`src/rtl/toysram_scan_ctl_if.sv`:
```
// Pad-side scan signals, status/config words and frame status of the scan controller.
// The slave modport is the controller's view of these signals.
interface toysram_scan_ctl_if #(
  parameter int unsigned W = 128
);
  logic                 te_i;
  logic                 scan_clk_i;
  logic                 scan_di_i;
  logic                 scan_do_o;
  logic [W-1:0]         status_i;
  logic [W-1:0]         cfg_o;
  logic                 cfg_upd_o;
  logic [$clog2(W)-1:0] shift_cnt_o;
  logic                 frame_o;
  logic                 busy_o;

  modport slave (
    input  te_i,
    input  scan_clk_i,
    input  scan_di_i,
    input  status_i,
    output scan_do_o,
    output cfg_o,
    output cfg_upd_o,
    output shift_cnt_o,
    output frame_o,
    output busy_o
  );

  modport master (
    output te_i,
    output scan_clk_i,
    output scan_di_i,
    output status_i,
    input  scan_do_o,
    input  cfg_o,
    input  cfg_upd_o,
    input  shift_cnt_o,
    input  frame_o,
    input  busy_o
  );
endinterface

```
`src/rtl/toysram_scan_ctl.sv`:
```
// Scan controller: synchronises pad TE/SCAN_CLK/SCAN_IN into wb_clk_i,
// captures status on TE rise, shifts on SCAN_CLK rise, updates cfg on TE fall.
module toysram_scan_ctl #(
  parameter int unsigned  W           = 128,
  parameter int unsigned  SYNC_STAGES = 2,
  parameter logic [W-1:0] RESET_VAL   = '0
) (
  input logic               wb_clk_i,
  input logic               wb_rst_i,
  toysram_scan_ctl_if.slave bus
);
  localparam int unsigned CW = $clog2(W);
  localparam logic [CW-1:0] LAST = CW'(W - 1);

  typedef enum logic [1:0] {
    IDLE,
    CAPTURE,
    SHIFT,
    UPDATE
  } state_t;

  state_t state_q;

  logic [SYNC_STAGES-1:0] te_sync_q;
  logic [SYNC_STAGES-1:0] sclk_sync_q;
  logic [SYNC_STAGES-1:0] sdi_sync_q;
  logic te_d1_q;
  logic sclk_d1_q;

  logic te_s;
  logic sclk_s;
  logic sdi_s;
  logic te_rise;
  logic te_fall;
  logic sclk_rise;

  logic [W-1:0]  scan_reg_q;
  logic [W-1:0]  scan_reg_d;
  logic [W-1:0]  cfg_q;
  logic [CW-1:0] cnt_q;
  logic [CW-1:0] cnt_d;
  logic          wrap_d;
  logic          cfg_upd_q;
  logic          frame_q;
  logic          busy_q;

  assign te_s   = te_sync_q[SYNC_STAGES-1];
  assign sclk_s = sclk_sync_q[SYNC_STAGES-1];
  assign sdi_s  = sdi_sync_q[SYNC_STAGES-1];

  assign te_rise   = te_s & ~te_d1_q;
  assign te_fall   = ~te_s & te_d1_q;
  assign sclk_rise = sclk_s & ~sclk_d1_q;

  // Data sync has the same depth as the clock sync, so sdi_s is aligned with sclk_rise.
  always_ff @(posedge wb_clk_i) begin
    if (wb_rst_i) begin
      te_sync_q   <= '0;
      sclk_sync_q <= '0;
      sdi_sync_q  <= '0;
      te_d1_q     <= 1'b0;
      sclk_d1_q   <= 1'b0;
    end else begin
      te_sync_q   <= {te_sync_q[SYNC_STAGES-2:0], bus.te_i};
      sclk_sync_q <= {sclk_sync_q[SYNC_STAGES-2:0], bus.scan_clk_i};
      sdi_sync_q  <= {sdi_sync_q[SYNC_STAGES-2:0], bus.scan_di_i};
      te_d1_q     <= te_s;
      sclk_d1_q   <= sclk_s;
    end
  end

  always_comb begin
    scan_reg_d = {scan_reg_q[W-2:0], sdi_s};
    wrap_d     = (cnt_q == LAST);
    cnt_d      = wrap_d ? '0 : cnt_q + 1'b1;
  end

  always_ff @(posedge wb_clk_i) begin
    if (wb_rst_i) begin
      state_q    <= IDLE;
      scan_reg_q <= RESET_VAL;
      cfg_q      <= RESET_VAL;
      cnt_q      <= '0;
      cfg_upd_q  <= 1'b0;
      frame_q    <= 1'b0;
      busy_q     <= 1'b0;
    end else begin
      cfg_upd_q <= 1'b0;
      frame_q   <= 1'b0;
      unique case (state_q)
        IDLE: begin
          if (te_rise) begin
            state_q <= CAPTURE;
            busy_q  <= 1'b1;
          end
        end
        CAPTURE: begin
          scan_reg_q <= bus.status_i;
          cnt_q      <= '0;
          state_q    <= te_fall ? UPDATE : SHIFT;
        end
        SHIFT: begin
          // A shift coinciding with TE fall lands before UPDATE samples scan_reg.
          if (sclk_rise) begin
            scan_reg_q <= scan_reg_d;
            cnt_q      <= cnt_d;
            frame_q    <= wrap_d;
          end
          if (te_fall) begin
            state_q <= UPDATE;
          end
        end
        UPDATE: begin
          cfg_q     <= scan_reg_q;
          cfg_upd_q <= 1'b1;
          busy_q    <= 1'b0;
          state_q   <= IDLE;
        end
        default: begin
          state_q <= IDLE;
          busy_q  <= 1'b0;
        end
      endcase
    end
  end

  assign bus.scan_do_o   = scan_reg_q[W-1];
  assign bus.cfg_o       = cfg_q;
  assign bus.cfg_upd_o   = cfg_upd_q;
  assign bus.shift_cnt_o = cnt_q;
  assign bus.frame_o     = frame_q;
  assign bus.busy_o      = busy_q;
endmodule
```
`src/flat_wrapper.sv`:
```
// flat-port wrapper written by rule: the top's interface ports become plain ports
module toysram_scan_ctl_flat 
#(
  parameter int unsigned  W           = 128,
  parameter int unsigned  SYNC_STAGES = 2,
  parameter logic [W-1:0] RESET_VAL   = '0
)
  (wb_clk_i, wb_rst_i, bus_te_i, bus_scan_clk_i, bus_scan_di_i, bus_status_i, bus_scan_do_o, bus_cfg_o, bus_cfg_upd_o, bus_shift_cnt_o, bus_frame_o, bus_busy_o);
  toysram_scan_ctl_if #(.W(W)) bus_i ();
  input logic wb_clk_i;
  input logic wb_rst_i;
  input wire logic [$bits(bus_i.te_i)-1:0] bus_te_i;
  input wire logic [$bits(bus_i.scan_clk_i)-1:0] bus_scan_clk_i;
  input wire logic [$bits(bus_i.scan_di_i)-1:0] bus_scan_di_i;
  input wire logic [$bits(bus_i.status_i)-1:0] bus_status_i;
  output wire logic [$bits(bus_i.scan_do_o)-1:0] bus_scan_do_o;
  output wire logic [$bits(bus_i.cfg_o)-1:0] bus_cfg_o;
  output wire logic [$bits(bus_i.cfg_upd_o)-1:0] bus_cfg_upd_o;
  output wire logic [$bits(bus_i.shift_cnt_o)-1:0] bus_shift_cnt_o;
  output wire logic [$bits(bus_i.frame_o)-1:0] bus_frame_o;
  output wire logic [$bits(bus_i.busy_o)-1:0] bus_busy_o;
  assign bus_i.te_i = bus_te_i;
  assign bus_i.scan_clk_i = bus_scan_clk_i;
  assign bus_i.scan_di_i = bus_scan_di_i;
  assign bus_i.status_i = bus_status_i;
  assign bus_scan_do_o = bus_i.scan_do_o;
  assign bus_cfg_o = bus_i.cfg_o;
  assign bus_cfg_upd_o = bus_i.cfg_upd_o;
  assign bus_shift_cnt_o = bus_i.shift_cnt_o;
  assign bus_frame_o = bus_i.frame_o;
  assign bus_busy_o = bus_i.busy_o;
  toysram_scan_ctl #(.W(W), .SYNC_STAGES(SYNC_STAGES), .RESET_VAL(RESET_VAL)) u_core (.wb_clk_i(wb_clk_i), .wb_rst_i(wb_rst_i), .bus(bus_i));
endmodule
```
`config.mk`:
```
export PLATFORM = sky130hd
export DESIGN_NAME = toysram_scan_ctl_flat
export DESIGN_NICKNAME = d
export VERILOG_FILES = /design/src/rtl/toysram_scan_ctl_if.sv /design/src/rtl/toysram_scan_ctl.sv /design/src/flat_wrapper.sv
export SDC_FILE = /design/constraint.sdc
export NUM_CORES = 1
export LEC_CHECK = 0
export CORE_ASPECT_RATIO = 2
export CORE_MARGIN = 1
export CORE_UTILIZATION = 30
export DETAILED_ROUTE_END_ITERATION = 10
export SLEW_MARGIN = 20
export SYNTH_ARGS = -nofsm -noshare
export SYNTH_HDL_FRONTEND = slang
export SYNTH_SLANG_ARGS = --single-unit
export TNS_END_PERCENT = 1
```
`constraint.sdc`:
```
create_clock -name wb_clk_i -period 1.8 [get_ports wb_clk_i]
set_input_delay 0.18 -clock wb_clk_i [delete_from_list [all_inputs] [get_ports wb_clk_i]]
set_output_delay 0.18 -clock wb_clk_i [all_outputs]
set_load 0.01 [all_outputs]
```
* After elaboration in Yosys (flattened, before gate mapping)
Index checks and enable logic that the tools add are counted.
Operators by class: $add $sub $neg 1, equality and inequality tests 7, mux-type cells 12, bitwise operators 8, reduce and logical (&&, ||, !) cells 7
Operators with widths (count):
- one-hot mux 128 bit (2 select lines) | 1
- two-way mux 128 bit | 1
- two-way mux 7 bit | 2
- one-hot mux 7 bit (2 select lines) | 1
- one-hot mux 2 bit (4 select lines) | 1
- adder 7 x 1 -> 7 bit, second input constant | 1
- equality test 7 bit, second input constant | 1
- != test 2 x 1 -> 1 bit, second input constant | 3
- AND reduction 2 bit | 3
- inverter 1 bit | 5
- equality test 2 bit, second input constant | 2
- two-way mux 2 bit | 2
- nonzero test 2 bit | 2
- AND 1 bit | 3
- two-way mux 1 bit | 3
- OR reduction 3 bit | 1
- equality test 2 x 1 -> 1 bit, second input constant | 1
- zero test 2 bit | 1
- one-hot mux 1 bit (2 select lines) | 1
Storage, ports and cells: flip-flop bits (word level) 276, output and inout bits 139, logic and storage cells 47

* Depth between registers and ports, before layout
Gate-level depths: netlist (run 1).
depth in word-level cells 4, depth in mapped cells 9, mapped depth without buffers 6

* Least setup slack after synthesis (run 1)
No wires, ideal clock.
kind register to register, start register u_core.state_q[0], end register u_core.cnt_q[2] (netlist: u_core.bus.shift_cnt_o[2]), setup time 0.070 ns, arrival 1.568 ns, data required time 1.730 ns, setup slack 0.162 ns, cell stages (with the launch flop) 8, path buffers 1, period minus slack after synthesis 1.638 ns, cells stage by stage dfxtp_1 > inv_1 > ha_1 > buf_4 > nand3b_4 > a21boi_0 > o21ai_0 > a21oi_1
On the way: word-level cells in the longest chain between the ends 3, elaborated cells on any way between the ends 6, classes of those cells eq/ne: 3; mux: 1; reduce/logical: 2
RTL lines:
- start, declared | line toysram_scan_ctl.sv:22 | state_t state_q;
- start signal, assigned | line toysram_scan_ctl.sv:100 | state_q <= te_fall ? UPDATE : SHIFT;
- equality test 2 bit / equality test 2 x 1 -> 1 bit (equally long branches) | line toysram_scan_ctl.sv:90 | unique case (state_q)
- != test 2 x 1 -> 1 bit (no line) / nonzero test 2 bit (equally long branches)
- AND reduction 2 bit (no line)
- end signal, assigned | line toysram_scan_ctl.sv:106 | cnt_q <= cnt_d;
- end, declared | line toysram_scan_ctl.sv:40 | logic [CW-1:0] cnt_q;
Parallel ways exist; a longest one is shown, timed or not. A chain may end at the register's enable or synchronous reset.

* Worst setup path after layout (run 1)
start register u_core.cnt_q[3] (netlist: u_core.bus.shift_cnt_o[3]), end output port bus_shift_cnt_o[3]
RTL lines:
- end, declared | line flat_wrapper.sv:19 | output wire logic [$bits(bus_i.shift_cnt_o)-1:0] bus_shift_cnt_o;
No word-level cell between the ends.

==> flow_metrics.tcl, run 1 <==
set metrics [dict create \
    status "finished clean" \
    slew_headroom 0.665 \
    die_h_um 272 \
    powerDensity_nw_per_um2 1260 \
    io_pins 272 \
    dp_hpwl_mm 21.6 \
    placed_area_um2 14300 \
    core_um2 35800 \
    final_cell_mix "dfxtp_1 (273), clkdlybuf4s50_1 (269), nor2_1 (264), mux2i_1 (257), a211oi_1 (125)" \
    synth.area.top_cells "dfxtp_1 (51%), mux2i_1 (24%), nor2_1 (9.1%)" \
    whs_ps 135 \
    worstPathRequired_ps 1620 \
    synth_top_area_share 0.506 \
    max_clock_freq_mhz 578 \
    overflow 0 \
    critical_path_class "reg -> out" \
    grt_max_degree 60 \
    critical_path.cell_chain "clkdlybuf4s50_1" \
    combPwrFrac 0.266 \
    seq_area_frac_synth 0.506 \
    viasPerCell 4.76 \
    p_clk_frac 0.310 \
    clock_latency_ps 540 \
    final_area_um2 15300 \
    swShare 0.309 \
    fp-row-count 98 \
    numCtsBuffers 27 \
    start_kind "flop" \
    antennaDiodeCount 0 \
    critical_path.max_stage_delay_ps 580 \
    synth_fp_nets 1219 \
    track_usage 0.161 \
    final_nets 1466 \
    timing.max_cap.violations 0 \
    final_core_util 0.428 \
    initial_utilization 0.305 \
    synthArstFlopShare 0 \
    ys_seq_elements 276 \
    hp-class "in -> reg" \
    layout_commonest_cell "dfxtp_1" \
    cts-root-buf "clkbuf_16" \
    die_w_um 137 \
    path_max_fanout 6 \
    ant_nets 0 \
    port_buffers 271 \
    htreeDepth 1 \
    avgSynthCellArea_um2 10.1 \
    path_buf_inv 1 \
    finalHoldViolCount 0 \
    cp-end-kind "primary output" \
    cts_tree "yes" \
    gp_congestion 0.770 \
    pwr-share-seq 0.424 \
    yosys.area.top_type "dfxtp_1" \
    worstMarginPinSlew_ps 503 \
    synth_flop_cell "dfxtp_1" \
    setup_viol 0 \
    slew_viol_final 0 \
    cpLargestDelayFamily "buffers and inverters" \
    drt-pass1-iter-count 6 \
    power.internal_mw 13.3 \
    ys_warn_count 0 \
    worst_slack_ps 70.6 \
    switchingPower_mw 5.97 \
    path_clk_slew_ps 70 \
    cts_sinks 276 \
    area_delta_synth_final_pct 40.4 \
    num_vias 8550 \
    antenna_found_initial 1 \
    drive_above_1_share 0.0683 \
    drt-total-wl_mm 30.7 \
    max-vdd-ir-drop_mv 0.750 \
    pre_cts_slack_ps -5.65 \
    grt_pass1_vias 8590 \
    grt_pass1_wl_mm 46.7 \
    worst_ep_arrival_time_ps 1550 \
    critPathSlowestCell "clkdlybuf4s50_1" \
    leakagePower_nw 5.04 \
    rsz0062_at_grt "yes" \
    synth-edff-count 0 \
    period_minus_slack_ps 1730 \
    die_area_um2 37200 \
    final.period_utilization 0.961 \
    synth_cells 1080 \
    wl_per_cell_um 17.1 \
    dr.first_iter.drc_count 301 \
    syn_area_um2 10900 \
    clock_skew_ps 12.5 \
    drc 0 \
    clk_path_buf_depth 3 \
    synth_cell_types 34 \
]
==> final timing paths <==
kind / depth (start not counted) / slack [ps] / startpoint / to
setup / recovery: 1 / 70 / u_core.bus.shift_cnt_o[3] / bus_shift_cnt_o[3]
hold / removal: 2 / 130 / wb_rst_i / u_core.bus.cfg_o[24]
setup reg to reg: 6 / 90 / u_core.state_q[0] / u_core.scan_reg_q[36]
hold reg to reg: 1 / 440 / u_core.sdi_sync_q[0] / u_core.sdi_sync_q[1]
==> cell usage after synthesis (2+ instances only) <==
library cell / count
a211oi_1: 128
a21oi_1: 8
a22oi_1: 2
and3_1: 2
buf_2: 47
buf_4: 8
clkbuf_1: 32
dfxtp_1: 276
ha_1: 6
inv_1: 6
mux2i_1: 257
nand2_1: 4
nand2b_1: 2
nand3_1: 3
nor2_1: 264
nor2b_1: 8
nor3_1: 3
o21ai_0: 6
or3_1: 2
xnor2_1: 2
==> flip-flops by register name (all words and copies together), names as in the netlist <==
register,flops
u_core.bus.busy_o,1
u_core.sclk_sync_q,2
u_core.bus.cfg_o,128
u_core.bus.frame_o,1
u_core.state_q,2
u_core.sdi_sync_q,2
u_core.scan_reg_q,128
u_core.bus.cfg_upd_o,1
u_core.te_sync_q,2
u_core.bus.shift_cnt_o,7
u_core.te_d1_q,1
u_core.sclk_d1_q,1
==> power by group through the flow <==
stage               Clock (mW)  Combinational, mW  Sequential, mW
floorplan                    0               3.50            8.04
global placement             0               4.78            8.30
detailed placement           0               4.91            8.32
CTS                       6.19               5.06            8.19
global route              6.39               5.69            8.35
finish                    5.98               5.14            8.19
==> cell families after synthesis <==
group                    Yosys count  synth area share
AO/OA/AOI/OAI                    151             0.101
XOR/XNOR                           2           0.00160
adder cells (fa/ha/maj)            7           0.00779
buffers and inverters             95            0.0415
flip-flops                       276             0.506
multiplexers                     257             0.236
AND/OR/NAND/NOR                  292             0.107
==> per-stage QoR <==
step                      power (mW)  setup TNS (ps)  instances
after CTS                       19.4               0       1796
final                           19.3               0       1797
after floorplan                 11.5               0       1080
after detailed placement        13.2           -5.65       1745
after global placement          13.1               0       1745
after global routing            20.4            -103       1797
==> layout make-up <==
cell class | instances | area, um2
clock buffers | 38 | 767
multi-input cells | 709 | 4990
inverters | 6 | 22.5
clock inverters | 11 | 164
flip-flops and latches | 276 | 5530
repair buffers | 307 | 3300
fillers | 3451 | 20500
well taps | 450 | 563
==> layer usage <==
metal	share of wire	track usage	wire length, um	vias to the layer above
li1	-	-	-	4262
met2	0.54	0.312	16700	209
met5	0.00039	0	12	-
met4	0.051	0.0885	1560	2
met1	0.36	0.159	11100	4008
met3	0.043	0.0221	1320	69
==> timing repair <==
action	CTS	global route
endpoints found under the setup margin	3	90
pin swaps	1	0
resized for setup	1	9
gates cloned	1	1
hold buffers	0	0
setup buffers	1	0
Power figures use the tool's default switching activity.
==> inputs of run 2 (changes only) <==
--- a/config.mk
+++ b/config.mk
@@ -9,6 +9,7 @@
 export CORE_MARGIN = 1
 export CORE_UTILIZATION = 30
 export DETAILED_ROUTE_END_ITERATION = 10
+export REMOVE_ABC_BUFFERS = 1
 export SLEW_MARGIN = 20
 export SYNTH_ARGS = -nofsm -noshare
 export SYNTH_HDL_FRONTEND = slang
==> flow_metrics.tcl, run 2 (same netlist as run 1, synthesis figures left out) <==
set metrics [dict create \
    cp-end-kind "flop" \
    finalHoldViolCount 0 \
    status "finished clean" \
    grt_pass1_vias 8563 \
    overflow 0 \
    seq_area_um2 5530 \
    clock_skew_ps 11.4 \
    fillers 3409 \
    die_area_um2 37200 \
    wl_met1_mm 11.7 \
    holdPathEnd "u_core.bus.cfg_o[94]" \
    multi_input_area_um2 5050 \
    dp_hpwl_mm 21.7 \
    reg2reg_slack_ps 70 \
    worstMarginPinSlew_ps 411 \
    port_buffers 271 \
    crit_start "u_core.state_q[1]" \
    die_w_um 137 \
    area_delta_synth_final_pct 41.6 \
    path_max_fanout 34 \
    wl_met2_mm 17.0 \
    reg2reg_depth 6 \
    setup_viol 0 \
    final_core_util 0.432 \
    die_h_um 272 \
    timing.rr.start "u_core.state_q[1]" \
    num_vias 8611 \
    leakagePower_nw 5.09 \
    clock_latency_ps 540 \
    layout_commonest_cell "dfxtp_1" \
    fp-row-count 98 \
    hp-class "in -> reg" \
    viasPerCell 4.75 \
    tns_ps 0 \
    final.period_utilization 0.963 \
    critical_path_class "reg -> reg" \
    worstPathRequired_ps 2260 \
    rsz0062_at_grt "yes" \
    cts_tree "yes" \
    ant_nets 0 \
    wl_per_cell_um 17.4 \
    timing.max_cap.violations 0 \
    clk_path_buf_depth 3 \
    start_kind "flop" \
    min_path_cells 2 \
    max-vdd-ir-drop_mv 0.765 \
    slew_viol_final 0 \
    path_clk_slew_ps 70 \
    drc 0 \
    top_layer_used "met4" \
    dr.first_iter.drc_count 277 \
    regToRegEndpoint "u_core.state_q[1]" \
    track_usage 0.162 \
    cts_sinks 276 \
    slew_headroom 0.726 \
    period_minus_slack_ps 1730 \
    powerDensity_nw_per_um2 1260 \
    hold_buffers 0 \
    max_clock_freq_mhz 577 \
    initial_utilization 0.305 \
    io_pins 272 \
    drt-total-wl_mm 31.5 \
    wl_met3_mm 1.31 \
    cts-root-buf "clkbuf_16" \
    worst_ep_arrival_time_ps 2190 \
    drive_above_1_share 0.0876 \
    antenna_found_initial 4 \
    core_um2 35800 \
    numCtsBuffers 26 \
    finalPower_mw 19.5 \
    final_nets 1478 \
    gp_congestion 0.784 \
    drt-pass1-iter-count 6 \
    htreeDepth 1 \
    grt_max_degree 66 \
    final_cell_mix "dfxtp_1 (271), clkdlybuf4s50_1 (270), nor2_1 (264), mux2i_1 (257), a211oi_1 (114)" \
    whs_ps 90.4 \
    grt_pass1_wl_mm 47.0 \
    min_from "wb_rst_i" \
]
## run 2: how the worst max path moves through the flow
stage               slack, ps  cells after the start                endpoint
floorplan              -10020                      5    u_core.scan_reg_q[0]
global placement           70                      7  u_core.scan_reg_q[100]
global route              -10                      9   u_core.scan_reg_q[68]
finish                     70                      6       u_core.state_q[1]
CTS                         1                      7   u_core.scan_reg_q[60]
detailed placement        -50                      7   u_core.scan_reg_q[60]
## run 2: area by class of cell
type                            instances  share of cell area
Tap cell                              450              0.0364
Multi-Input combinational cell        709               0.326
Sequential cell                       276               0.358
Clock buffer                           39              0.0518
Inverter                                6             0.00146
Timing Repair Buffer                  320               0.220
Clock inverter                          8             0.00583
Antenna cell                            4            0.000647
## run 2: power breakdown
| group | total, mW | switching (mW) | internal [mW] |
|---|---|---|---|
| Clock | 5.76 | 2.41 | 3.35 |
| Sequential | 8.22 | 0.940 | 7.28 |
| Combinational | 5.49 | 2.73 | 2.76 |
| Total | 19.5 | 6.08 | 13.4 |
## run 2: worst max-delay path, cell delays in order, from the launching register on
cell and delay [ps]:
dfxtp_4 390, ha_4 210, buf_4 160, buf_12 240, a21oi_1 130, or3_1 360, a21oi_1 150
## run 2: metal layers
layer  up-vias  track usage
met3        64       0.0244
li1       4285            -
met5         -            0
met4         0       0.0836
met2       208        0.308
met1      4054        0.167
## run 2: stage by stage
| step | worst slack [ps] | std cells | area [um2] |
|---|---|---|---|
| global route | -13.5 | 1812 | 15500 |
| floorplan | -10020 | 991 | 10500 |
| CTS | 1.11 | 1797 | 15200 |
| detailed placement | -46.9 | 1750 | 14300 |
| global placement | 67.1 | 1750 | 14300 |
| finish | 66.1 | 1812 | 15500 |
## run 2: what timing repair did
action	4_1_cts	5_1_grt
gates resized for setup	1	25
endpoints found under the setup margin	32	106
pin swaps	1	2
gates cloned	0	3
buffers inserted	0	8
==> inputs of run 3 (changes only) <==
--- a/config.mk
+++ b/config.mk
@@ -5,8 +5,8 @@
 export SDC_FILE = /design/constraint.sdc
 export NUM_CORES = 1
 export LEC_CHECK = 0
+export ABC_AREA = 1
 export CORE_ASPECT_RATIO = 2
-export CORE_MARGIN = 1
 export CORE_UTILIZATION = 30
 export DETAILED_ROUTE_END_ITERATION = 10
 export REMOVE_ABC_BUFFERS = 1
==> flow_metrics.tcl, run 3 <==
set metrics [dict create \
    status "finished clean" \
    tns_ps 0 \
    path_clk_slew_ps 70 \
    grt_max_degree 94 \
    cpLargestDelayFamily "buffers and inverters" \
    p_clk_frac 0.278 \
    seq_area_um2 5530 \
    grt_pass1_wl_mm 50.0 \
    yosys.area.top_type "dfxtp_1" \
    finalHoldViolCount 0 \
    antenna_found_initial 6 \
    gp_congestion 0.777 \
    critical_path.cell_chain "clkdlybuf4s50_1" \
    avgSynthCellArea_um2 8.59 \
    synth_cell_types 23 \
    viasPerCell 4.83 \
    timing.max_cap.violations 0 \
    synthArstFlopShare 0 \
    powerDensity_nw_per_um2 1340 \
    drt-pass1-iter-count 5 \
    die_h_um 269 \
    synth_cells 1243 \
    grt_pass1_vias 9229 \
    clk_path_buf_depth 3 \
    pwr-share-seq 0.439 \
    hp-class "in -> reg" \
    slew_headroom 0.720 \
    track_usage 0.177 \
    synth_flop_cell "dfxtp_1" \
    worstMarginPinSlew_ps 416 \
    final_nets 1628 \
    final.period_utilization 0.954 \
    area_delta_synth_final_pct 41.3 \
    num_vias 9476 \
    port_buffers 271 \
    ys_warn_count 0 \
    place_inst 1892 \
    fp-row-count 97 \
    core_um2 35100 \
    io_pins 272 \
    layout_commonest_cell "nor2_1" \
    placed_area_um2 14000 \
    worstPathRequired_ps 1620 \
    cts_sinks 276 \
    reg2reg_slack_ps 100 \
    cp-end-kind "primary output" \
    initial_utilization 0.305 \
    critical_path_class "reg -> out" \
    synth-edff-count 0 \
    synth_top_area_share 0.517 \
    finalPower_mw 20.3 \
    drive_above_1_share 0.0669 \
    fillers 3456 \
    wl_per_cell_um 17.3 \
    worst_ep_arrival_time_ps 1540 \
    max_clock_freq_mhz 583 \
    seq_area_frac_synth 0.517 \
    rsz0062_at_grt "no" \
    htreeDepth 1 \
    period_minus_slack_ps 1720 \
    fin_cells 1960 \
    setup_viol 0 \
    switchingPower_mw 6.46 \
    numCtsBuffers 27 \
    drc 0 \
    worst_slack_ps 83.6 \
    cts-root-buf "clkbuf_16" \
    clock_skew_ps 9.88 \
    cts_tree "yes" \
    critPathSlowestCell "clkdlybuf4s50_1" \
    syn_area_um2 10700 \
    final_cell_mix "nor2_1 (274), dfxtp_1 (273), clkdlybuf4s50_1 (271), o21ai_0 (178), a21oi_1 (138)" \
    dr.first_iter.drc_count 478 \
    path_max_fanout 6 \
    path_buf_inv 1 \
    ys_seq_elements 276 \
    pre_cts_slack_ps 12.3 \
    overflow 0 \
    start_kind "flop" \
    drt-total-wl_mm 33.8 \
    slew_viol_final 0 \
    final_area_um2 15100 \
    critical_path.max_stage_delay_ps 580 \
    dp_hpwl_mm 22.6 \
    leakagePower_nw 6.08 \
    synth.area.top_cells "dfxtp_1 (52%), mux2i_1 (12%), nor2_1 (9.6%)" \
    power.internal_mw 13.8 \
    die_w_um 135 \
    combPwrFrac 0.284 \
    swShare 0.318 \
    multi_input_area_um2 4590 \
    synth_most_common_cell "dfxtp_1" \
    die_area_um2 36400 \
    hold_buffers 0 \
    ant_nets 0 \
    clock_latency_ps 540 \
    synth_common_cells "dfxtp_1 (276), nor2_1 (274), o21ai_0 (178), a21oi_1 (138), mux2i_1 (128)" \
    max-vdd-ir-drop_mv 0.662 \
]
run 3: changes by cell type in the layout (fill, tap and decap cells not counted), moves of 8 or more:
cell,before,now
o21ai_1,0,83
nor2_1,264,274
a211oi_1,114,0
a21oi_1,8,138
o21ai_0,6,178
mux2i_1,257,128
a211oi_2,14,0
inv_1,4,21
nand2_1,4,22
nor2b_1,8,0
run 3: cell families after synthesis:
family                     synth area share
AOI/OAI and AO/OA                     0.191
muxes                                 0.120
buffers and inverters                0.0553
DFF                                   0.517
and+or+nand+nor                       0.109
adders and majority gates           0.00703
run 3: power groups by stage:
stage	clock network [mW]	registers, mW	logic (mW)
6_report	5.64	8.90	5.76
4_1_cts	5.81	8.88	5.55
3_5_place_dp	0	9.00	5.34
2_1_floorplan	0	8.76	2.87
3_3_place_gp	0	8.97	5.26
5_1_grt	6.05	9.08	6.30
run 3: per-layer routing:
metal / track usage / wire (um) / up-vias
met5: 0 / 12 / -
met4: 0.0978 / 1430 / 2
met3: 0.0222 / 1190 / 64
met2: 0.342 / 18600 / 211
met1: 0.179 / 12600 / 4463
li1: - / - / 4736
run 3: final timing paths:
| check | to | cells past startpoint | startpoint |
|---|---|---|---|
| worst max register to register | u_core.scan_reg_q[39] | 8 | u_core.state_q[1] |
| worst max-delay path | bus_shift_cnt_o[3] | 1 | u_core.bus.shift_cnt_o[3] |
| worst min-delay path | u_core.sdi_sync_q[0] | 3 | bus_scan_di_i |
| worst min register to register | u_core.sdi_sync_q[1] | 2 | u_core.sdi_sync_q[0] |
run 3: cell type report:
cell class	instances	share of cell area
Inverter	24	0.00646
Multi-Input combinational cell	842	0.304
Clock buffer	38	0.0501
Timing Repair Buffer	318	0.227
Tap cell	445	0.0369
Antenna cell	6	0.000995
Sequential cell	276	0.366
Clock inverter	11	0.00779
run 3: what timing repair did:
action	in CTS	in global routing
pin swaps	1	1
cloned	2	4
buffers inserted	2	5
setup endpoints to repair	1	58
gates resized for setup	1	7
run 3: per-stage QoR:
stage,util,hold WS [ps]
finish,0.430,157
global route,0.430,161
CTS,0.425,131
detailed placement,0.398,399
global placement,0.398,393
floorplan,-,249
